### src/rtl/load_align_unit_if.sv
// -----------------------------------------------------------------------------
// load_align_unit_if
// Handshake/bus bundle between data-memory read data, the load align unit and
// the writeback stage.
//   master : producer/consumer side (drives load requests and out_ready)
//   slave  : load_align_unit side (drives in_ready and the aligned result)
// Signals:
//   in_valid / in_ready     : load request handshake
//   mem_out [DATA_W]        : raw memory word
//   L_S_SL  [3]             : load mode (0 NONE,1 B,2 BU,3 H,4 HU,5 W,6 WU,7 D)
//   DMAddr  [OFF_W]         : byte offset within the word
//   in_tag  [TAG_W]         : destination register tag
//   out_valid / out_ready   : result handshake
//   DM_data [DATA_W]        : extended load data
//   out_tag [TAG_W]         : tag of the presented result
//   exc_adel                : address error on load for the presented result
// DATA_W and TAG_W must match the parameters of the attached load_align_unit.
// -----------------------------------------------------------------------------
interface load_align_unit_if #(
   parameter int DATA_W = 32,
   parameter int TAG_W  = 5
);
   localparam int OFF_W = $clog2(DATA_W / 8);

   logic              in_valid;
   logic              in_ready;
   logic [DATA_W-1:0] mem_out;
   logic [2:0]        L_S_SL;
   logic [OFF_W-1:0]  DMAddr;
   logic [TAG_W-1:0]  in_tag;
   logic              out_valid;
   logic              out_ready;
   logic [DATA_W-1:0] DM_data;
   logic [TAG_W-1:0]  out_tag;
   logic              exc_adel;

   modport master (
      output in_valid, mem_out, L_S_SL, DMAddr, in_tag, out_ready,
      input  in_ready, out_valid, DM_data, out_tag, exc_adel
   );

   modport slave (
      input  in_valid, mem_out, L_S_SL, DMAddr, in_tag, out_ready,
      output in_ready, out_valid, DM_data, out_tag, exc_adel
   );
endinterface

### src/rtl/load_align_unit.sv
// -----------------------------------------------------------------------------
// load_align_unit
// Registered load alignment between data-memory read data and writeback.
// Selects a byte/half/word/double lane of the memory word, sign- or
// zero-extends it, flags misaligned/illegal loads, and passes results through
// a 2-entry FIFO (output register + skid register) with valid/ready.
// Parameters:
//   DATA_W : 32 or 64 (memory/register width)
//   TAG_W  : destination-register tag width
// Ports:
//   clk    : system clock
//   reset  : asynchronous active-high reset
//   flush  : synchronous flush, invalidates both entries (overrides accept)
//   bus    : load_align_unit_if.slave (request and result handshakes)
//   load_cnt / adel_cnt [16] : only with LOAD_ALIGN_PERF_EN defined;
//            saturating counts of popped non-NONE loads and popped
//            address-error loads. Cleared by reset only.
// Optional feature macro: LOAD_ALIGN_PERF_EN
// -----------------------------------------------------------------------------
module load_align_unit #(
   parameter int DATA_W = 32,
   parameter int TAG_W  = 5
) (
   input  logic             clk,
   input  logic             reset,
   input  logic             flush,
   load_align_unit_if.slave bus
`ifdef LOAD_ALIGN_PERF_EN
   ,
   output logic [15:0]      load_cnt,
   output logic [15:0]      adel_cnt
`endif
);
   localparam int OFF_W = $clog2(DATA_W / 8);

   localparam logic [2:0] MODE_NONE = 3'd0;
   localparam logic [2:0] MODE_B    = 3'd1;
   localparam logic [2:0] MODE_BU   = 3'd2;
   localparam logic [2:0] MODE_H    = 3'd3;
   localparam logic [2:0] MODE_HU   = 3'd4;
   localparam logic [2:0] MODE_W    = 3'd5;
   localparam logic [2:0] MODE_WU   = 3'd6;
   localparam logic [2:0] MODE_D    = 3'd7;

   // Offset masks that round the byte offset down to a half/word boundary.
   // For DATA_W=32 the word mask is zero, so words always come from lane 0.
   localparam logic [OFF_W-1:0] HALF_MASK = OFF_W'(32'hFFFF_FFFE);
   localparam logic [OFF_W-1:0] WORD_MASK = OFF_W'(32'hFFFF_FFFC);

   // Alignment results (combinational, ahead of storage)
   logic [OFF_W-1:0]  half_off_s;
   logic [OFF_W-1:0]  word_off_s;
   logic [7:0]        byte_lane_s;
   logic [15:0]       half_lane_s;
   logic [31:0]       word_lane_s;
   logic [DATA_W-1:0] align_data_s;
   logic              align_exc_s;

   // Storage: entry 0 drives the outputs, entry 1 is the skid
   logic [DATA_W-1:0] data0_r, data1_r, data0_s, data1_s;
   logic [TAG_W-1:0]  tag0_r,  tag1_r,  tag0_s,  tag1_s;
   logic              exc0_r,  exc1_r,  exc0_s,  exc1_s;
   logic              valid0_r, valid1_r, valid0_s, valid1_s;
   logic              accept_s;
   logic              pop_s;

   // Lane extraction and extension/exception decode for the incoming load
   always_comb begin
      half_off_s   = bus.DMAddr & HALF_MASK;
      word_off_s   = bus.DMAddr & WORD_MASK;
      byte_lane_s  = 8'(bus.mem_out >> {bus.DMAddr, 3'b000});
      half_lane_s  = 16'(bus.mem_out >> {half_off_s, 3'b000});
      word_lane_s  = 32'(bus.mem_out >> {word_off_s, 3'b000});
      align_data_s = {DATA_W{1'b0}};
      align_exc_s  = 1'b0;
      case (bus.L_S_SL)
         MODE_NONE: begin
            align_data_s = {DATA_W{1'b0}};
         end
         MODE_B:  align_data_s = DATA_W'($signed(byte_lane_s));
         MODE_BU: align_data_s = DATA_W'(byte_lane_s);
         MODE_H, MODE_HU: begin
            if (bus.DMAddr[0] != 1'b0) begin
               align_exc_s = 1'b1;
            end else if (bus.L_S_SL == MODE_H) begin
               align_data_s = DATA_W'($signed(half_lane_s));
            end else begin
               align_data_s = DATA_W'(half_lane_s);
            end
         end
         MODE_W: begin
            if (bus.DMAddr[1:0] != 2'b00) begin
               align_exc_s = 1'b1;
            end else begin
               align_data_s = DATA_W'($signed(word_lane_s));
            end
         end
         MODE_WU: begin
            // A 32-bit machine has no zero-extending word load
            if ((DATA_W == 32) || (bus.DMAddr[1:0] != 2'b00)) begin
               align_exc_s = 1'b1;
            end else begin
               align_data_s = DATA_W'(word_lane_s);
            end
         end
         MODE_D: begin
            if ((DATA_W == 32) || (bus.DMAddr != {OFF_W{1'b0}})) begin
               align_exc_s = 1'b1;
            end else begin
               align_data_s = bus.mem_out;
            end
         end
         default: begin
            align_data_s = {DATA_W{1'b0}};
            align_exc_s  = 1'b0;
         end
      endcase
   end

   // in_ready depends on registered skid state only
   assign accept_s = bus.in_valid && !valid1_r;
   assign pop_s    = valid0_r && bus.out_ready;

`ifdef LOAD_ALIGN_PERF_EN
   logic ld0_r, ld1_r, ld0_s, ld1_s;
`endif

   // Next-state of the 2-entry FIFO
   always_comb begin
      data0_s  = data0_r;
      tag0_s   = tag0_r;
      exc0_s   = exc0_r;
      valid0_s = valid0_r;
      data1_s  = data1_r;
      tag1_s   = tag1_r;
      exc1_s   = exc1_r;
      valid1_s = valid1_r;
`ifdef LOAD_ALIGN_PERF_EN
      ld0_s    = ld0_r;
      ld1_s    = ld1_r;
`endif
      if (flush) begin
         valid0_s = 1'b0;
         valid1_s = 1'b0;
      end else if (!valid0_r || pop_s) begin
         // Entry 0 frees up: the skid (older) takes priority over new data.
         // accept_s is 0 whenever the skid is full.
         if (valid1_r) begin
            data0_s  = data1_r;
            tag0_s   = tag1_r;
            exc0_s   = exc1_r;
            valid0_s = 1'b1;
            valid1_s = 1'b0;
`ifdef LOAD_ALIGN_PERF_EN
            ld0_s    = ld1_r;
`endif
         end else if (accept_s) begin
            data0_s  = align_data_s;
            tag0_s   = bus.in_tag;
            exc0_s   = align_exc_s;
            valid0_s = 1'b1;
`ifdef LOAD_ALIGN_PERF_EN
            ld0_s    = (bus.L_S_SL != MODE_NONE);
`endif
         end else begin
            valid0_s = 1'b0;
         end
      end else if (accept_s) begin
         data1_s  = align_data_s;
         tag1_s   = bus.in_tag;
         exc1_s   = align_exc_s;
         valid1_s = 1'b1;
`ifdef LOAD_ALIGN_PERF_EN
         ld1_s    = (bus.L_S_SL != MODE_NONE);
`endif
      end else begin
         valid1_s = valid1_r;
      end
   end

   // FIFO state registers
   always_ff @(posedge clk or posedge reset) begin
      if (reset) begin
         data0_r  <= {DATA_W{1'b0}};
         tag0_r   <= {TAG_W{1'b0}};
         exc0_r   <= 1'b0;
         valid0_r <= 1'b0;
         data1_r  <= {DATA_W{1'b0}};
         tag1_r   <= {TAG_W{1'b0}};
         exc1_r   <= 1'b0;
         valid1_r <= 1'b0;
      end else begin
         data0_r  <= data0_s;
         tag0_r   <= tag0_s;
         exc0_r   <= exc0_s;
         valid0_r <= valid0_s;
         data1_r  <= data1_s;
         tag1_r   <= tag1_s;
         exc1_r   <= exc1_s;
         valid1_r <= valid1_s;
      end
   end

   assign bus.in_ready  = !valid1_r;
   assign bus.out_valid = valid0_r;
   assign bus.DM_data   = data0_r;
   assign bus.out_tag   = tag0_r;
   assign bus.exc_adel  = exc0_r;

`ifdef LOAD_ALIGN_PERF_EN
   // Per-entry "real load" flag and saturating pop counters
   always_ff @(posedge clk or posedge reset) begin
      if (reset) begin
         ld0_r    <= 1'b0;
         ld1_r    <= 1'b0;
         load_cnt <= 16'h0000;
         adel_cnt <= 16'h0000;
      end else begin
         ld0_r <= ld0_s;
         ld1_r <= ld1_s;
         if (pop_s && ld0_r && (load_cnt != 16'hFFFF)) begin
            load_cnt <= load_cnt + 16'h0001;
         end
         if (pop_s && exc0_r && (adel_cnt != 16'hFFFF)) begin
            adel_cnt <= adel_cnt + 16'h0001;
         end
      end
   end
`endif
endmodule

### src/flat_wrapper.sv
// flat-port wrapper written by rule: the top's interface ports become plain ports
module load_align_unit_flat 
#(
   parameter int DATA_W = 32,
   parameter int TAG_W  = 5
)
  (clk, reset, flush, bus_in_valid, bus_mem_out, bus_L_S_SL, bus_DMAddr, bus_in_tag, bus_out_ready, bus_in_ready, bus_out_valid, bus_DM_data, bus_out_tag, bus_exc_adel);
  load_align_unit_if #(.DATA_W(DATA_W), .TAG_W(TAG_W)) bus_i ();
  input  logic clk;
  input  logic reset;
  input  logic flush;
  input wire logic [$bits(bus_i.in_valid)-1:0] bus_in_valid;
  input wire logic [$bits(bus_i.mem_out)-1:0] bus_mem_out;
  input wire logic [$bits(bus_i.L_S_SL)-1:0] bus_L_S_SL;
  input wire logic [$bits(bus_i.DMAddr)-1:0] bus_DMAddr;
  input wire logic [$bits(bus_i.in_tag)-1:0] bus_in_tag;
  input wire logic [$bits(bus_i.out_ready)-1:0] bus_out_ready;
  output wire logic [$bits(bus_i.in_ready)-1:0] bus_in_ready;
  output wire logic [$bits(bus_i.out_valid)-1:0] bus_out_valid;
  output wire logic [$bits(bus_i.DM_data)-1:0] bus_DM_data;
  output wire logic [$bits(bus_i.out_tag)-1:0] bus_out_tag;
  output wire logic [$bits(bus_i.exc_adel)-1:0] bus_exc_adel;
  assign bus_i.in_valid = bus_in_valid;
  assign bus_i.mem_out = bus_mem_out;
  assign bus_i.L_S_SL = bus_L_S_SL;
  assign bus_i.DMAddr = bus_DMAddr;
  assign bus_i.in_tag = bus_in_tag;
  assign bus_i.out_ready = bus_out_ready;
  assign bus_in_ready = bus_i.in_ready;
  assign bus_out_valid = bus_i.out_valid;
  assign bus_DM_data = bus_i.DM_data;
  assign bus_out_tag = bus_i.out_tag;
  assign bus_exc_adel = bus_i.exc_adel;
  load_align_unit #(.DATA_W(DATA_W), .TAG_W(TAG_W)) u_core (.clk(clk), .reset(reset), .flush(flush), .bus(bus_i));
endmodule
### config.mk
export PLATFORM = sky130hd
export DESIGN_NAME = load_align_unit_flat
export DESIGN_NICKNAME = d
export VERILOG_FILES = /design/src/rtl/load_align_unit_if.sv /design/src/rtl/load_align_unit.sv /design/src/flat_wrapper.sv
export SDC_FILE = /design/constraint.sdc
export NUM_CORES = 1
export LEC_CHECK = 0
export BUFFER_PORTS_ARGS = -buffer_cell sky130_fd_sc_hd__buf_2
export CAP_MARGIN = 20
export CELL_PAD_IN_SITES_DETAIL_PLACEMENT = 2
export CELL_PAD_IN_SITES_GLOBAL_PLACEMENT = 2
export CORE_MARGIN = 2
export CORE_UTILIZATION = 33
export DETAILED_ROUTE_END_ITERATION = 16
export HOLD_SLACK_MARGIN = 0.06
export PLACE_DENSITY = 0.79
export SLEW_MARGIN = 20
export SYNTH_ARGS = -nofsm -noshare
export SYNTH_HDL_FRONTEND = slang
export SYNTH_SLANG_ARGS = --single-unit
### constraint.sdc
create_clock -name clk -period 2.9 [get_ports clk]
set_input_delay 0.29 -clock clk [delete_from_list [all_inputs] [get_ports clk]]
set_output_delay 0.29 -clock clk [all_outputs]
set_load 0.01 [all_outputs]
==> flow_metrics.tcl <==
set metrics [dict create \
    status "finished, final reports clean" \
    grt_start_max_net_pins 43 \
    drtIter0Drc 163 \
    die_h_um 112 \
    grt_overflow 0 \
    crit_type "register to register" \
    grt_pass1_vias 3706 \
    final_antenna_net_count 0 \
    ctsLongestPathBuffers 2 \
    vias 3438 \
    cts.clk_slew.worst_paths_ps 60 \
    worstPathRequired_ps 3080 \
    final-setup-viol-count 0 \
    routed_wl_um 12800 \
    holdPathEnd "u_core.bus.out_valid" \
    fmax_mhz 429 \
    final.setup.tns_ps 0 \
    drc_errors 0 \
    syn_inst 384 \
    avgRoutedWirePerCell_um 20.9 \
    yosys-top-cells-count "dfrtp_1 (78), nor2_1 (61), a21oi_1 (34)" \
    netlist_area_um2 3850 \
    synth_nets 431 \
    grtUsageTotal_pct 21.1 \
    drv_slew 0 \
    r2r-end "u_core.bus.DM_data[11]" \
    n_antenna_cell 0 \
    rsz0062_at_grt "false" \
    startpoint "u_core.valid1_r" \
    yosysMostFrequentCell "dfrtp_1" \
    numCtsBuffers 9 \
    synth_edf_count 0 \
    holdCritPathClass "input port to register" \
    gp_congestion 0.805 \
    min_path_cells 2 \
    post-place-ws_ps 553 \
    worstSkewPairLatency_ps 340 \
    clockRootBuffer "clkbuf_16" \
    maxSlewHeadroom_pct 56.8 \
    first_pass_iters 7 \
    synth_ff_type "dfrtp_1" \
    vdd_drop_max_mv 0.212 \
    die-area_um2 12500 \
    power.density_nw_per_um2 656 \
    p_leak_uw 0.00198 \
    final_nets 512 \
    area_growth_pct 21.2 \
    timing.final.hold_violations 0 \
    hp-start "flush" \
    grt_pass1_wl_um 20400 \
    path_max_fanout 10 \
    stdcell_area_um2 4660 \
    worstSetupEndpointType "register" \
    rrSetupSlack_ps 570 \
    synth_top_area_share_pct 50.7 \
    synth_top_area_cell "dfrtp_1" \
    yosysWarnings 0 \
    clkSinkCount 78 \
    period_needed_ps 2330 \
    skew_ps 5.02 \
    antenna_found_initial 0 \
    die_x_um 112 \
    cp.arrival_ps 2510 \
    worstMarginPinSlew_ps 645 \
    start_util_pct 33.7 \
    ios 87 \
    critPathLaunchType "register" \
    io_buffers 86 \
    period_share_pct 80.4 \
    syn_avg_cell_area_um2 10.0 \
    fin_ws_ps 568 \
    synth-seq-cells 78 \
    h-tree-depth 3 \
    synth_cell_types 40 \
    r2r_cells 4 \
    r2r_start "u_core.valid1_r" \
    cts_tree "built" \
    synth_area_leaders "dfrtp_1 (51%), nor2_1 (5.9%), a211oi_1 (5.8%)" \
    rows 39 \
    drv_cap 0 \
    synthArstFlopShare_pct 100 \
    seq_area_frac_synth_pct 50.7 \
    via_per_inst 5.64 \
    drive_above_1_share_pct 29.1 \
    dpl.hpwl_um 9410 \
    fp.coreArea_um2 11400 \
    placed_cell_area_um2 4410 \
]
-- flip-flops by register name, indices dropped and copies added (netlist names) --
name	flops
u_core.tag1_r	5
u_core.bus.out_tag	5
u_core.exc1_r	1
u_core.valid1_r	1
u_core.bus.out_valid	1
u_core.bus.DM_data	32
u_core.bus.exc_adel	1
u_core.data1_r	32
-- layout by cell type, fill, tap and decap left out, types with 7 or more instances in the layout --
| master | synthesis | final |
|---|---|---|
| buf_2 | 13 | 86 |
| buf_4 | 3 | 14 |
| clkbuf_16 | 0 | 9 |
| o211ai_1 | 8 | 8 |
| a21oi_1 | 34 | 34 |
| mux2i_1 | 7 | 7 |
| nor3_1 | 27 | 26 |
| mux4_2 | 8 | 8 |
| nand3_1 | 8 | 8 |
| a221oi_1 | 8 | 8 |
| nor2_1 | 61 | 61 |
| dfrtp_1 | 78 | 78 |
| nand2_1 | 30 | 30 |
| a22oi_1 | 8 | 8 |
| a211oi_1 | 30 | 30 |
-- power by group --
group / switching [uW] / total (uW) / leakage (uW) / internal [uW]
logic: 354 / 622 / 0.000910 / 268
clock network: 423 / 983 / 0.000124 / 560
registers: 135 / 1450 / 0.000942 / 1320
total: 911 / 3060 / 0.00198 / 2150
-- kinds of logic (layout without fill, tap and decap cells) --
logic type / after synthesis / in the layout / share of synthesized area (%)
simple gates: 143 / 143 / 18.0
compound gates: 102 / 102 / 17.7
flops: 78 / 78 / 50.7
buf+inv: 39 / 122 / 5.10
mux: 21 / 21 / 8.25
xor+xnor: 1 / 1 / 0.228
-- how the worst max path moves through the flow --
stage                                        end  slack, ps  depth (start not counted)
after floorplan            u_core.bus.DM_data[0]        610                          1
after global placement     u_core.bus.DM_data[8]        680                          4
after detailed placement  u_core.bus.DM_data[11]        550                          4
after CTS                 u_core.bus.DM_data[11]        520                          4
after global routing      u_core.bus.DM_data[11]        410                          4
final                     u_core.bus.DM_data[11]        570                          4
-- area by class of cell --
type                    instances  area, um^2
multi-input cells             267        1710
clock inverters                 3        15.0
repair buffers                101         546
clock buffers                  10         229
flip-flops and latches         78        1950
inverters                       8        31.3
well taps                     143         179
fillers                      1242        6750
-- worst max-delay path, cell delays in order, from the launching register on --
cell      delay, ps
dfrtp_1         560
nor2_1          180
or4_1           680
nor2_1          580
a211oi_1        170
-- stage by stage --
step | hold WS, ps | power (uW) | instances | util (%)
after floorplan | 353 | 1820 | 384 | -
after global placement | 246 | 2050 | 596 | 38.6
after detailed placement | 249 | 2100 | 596 | 38.6
after CTS | 190 | 3100 | 610 | 40.9
after global routing | 209 | 3240 | 610 | 40.9
final | 191 | 3060 | 610 | 40.9
-- layer usage --
layer	up-vias	GRT usage [%]	share of wire, %
li1	1553	-	-
met1	1770	28.7	45
met2	101	35.0	49
met3	14	2.65	4.7
met4	0	7.48	1.7
met5	-	0	0
-- what timing repair did --
item / CTS / global route
buffers inserted: 0 / 0
hold endpoints to repair: 15 / 0
resized for setup: 0 / 0
hold buffers: 1 / 0
(Power assumes the default switching activity.)
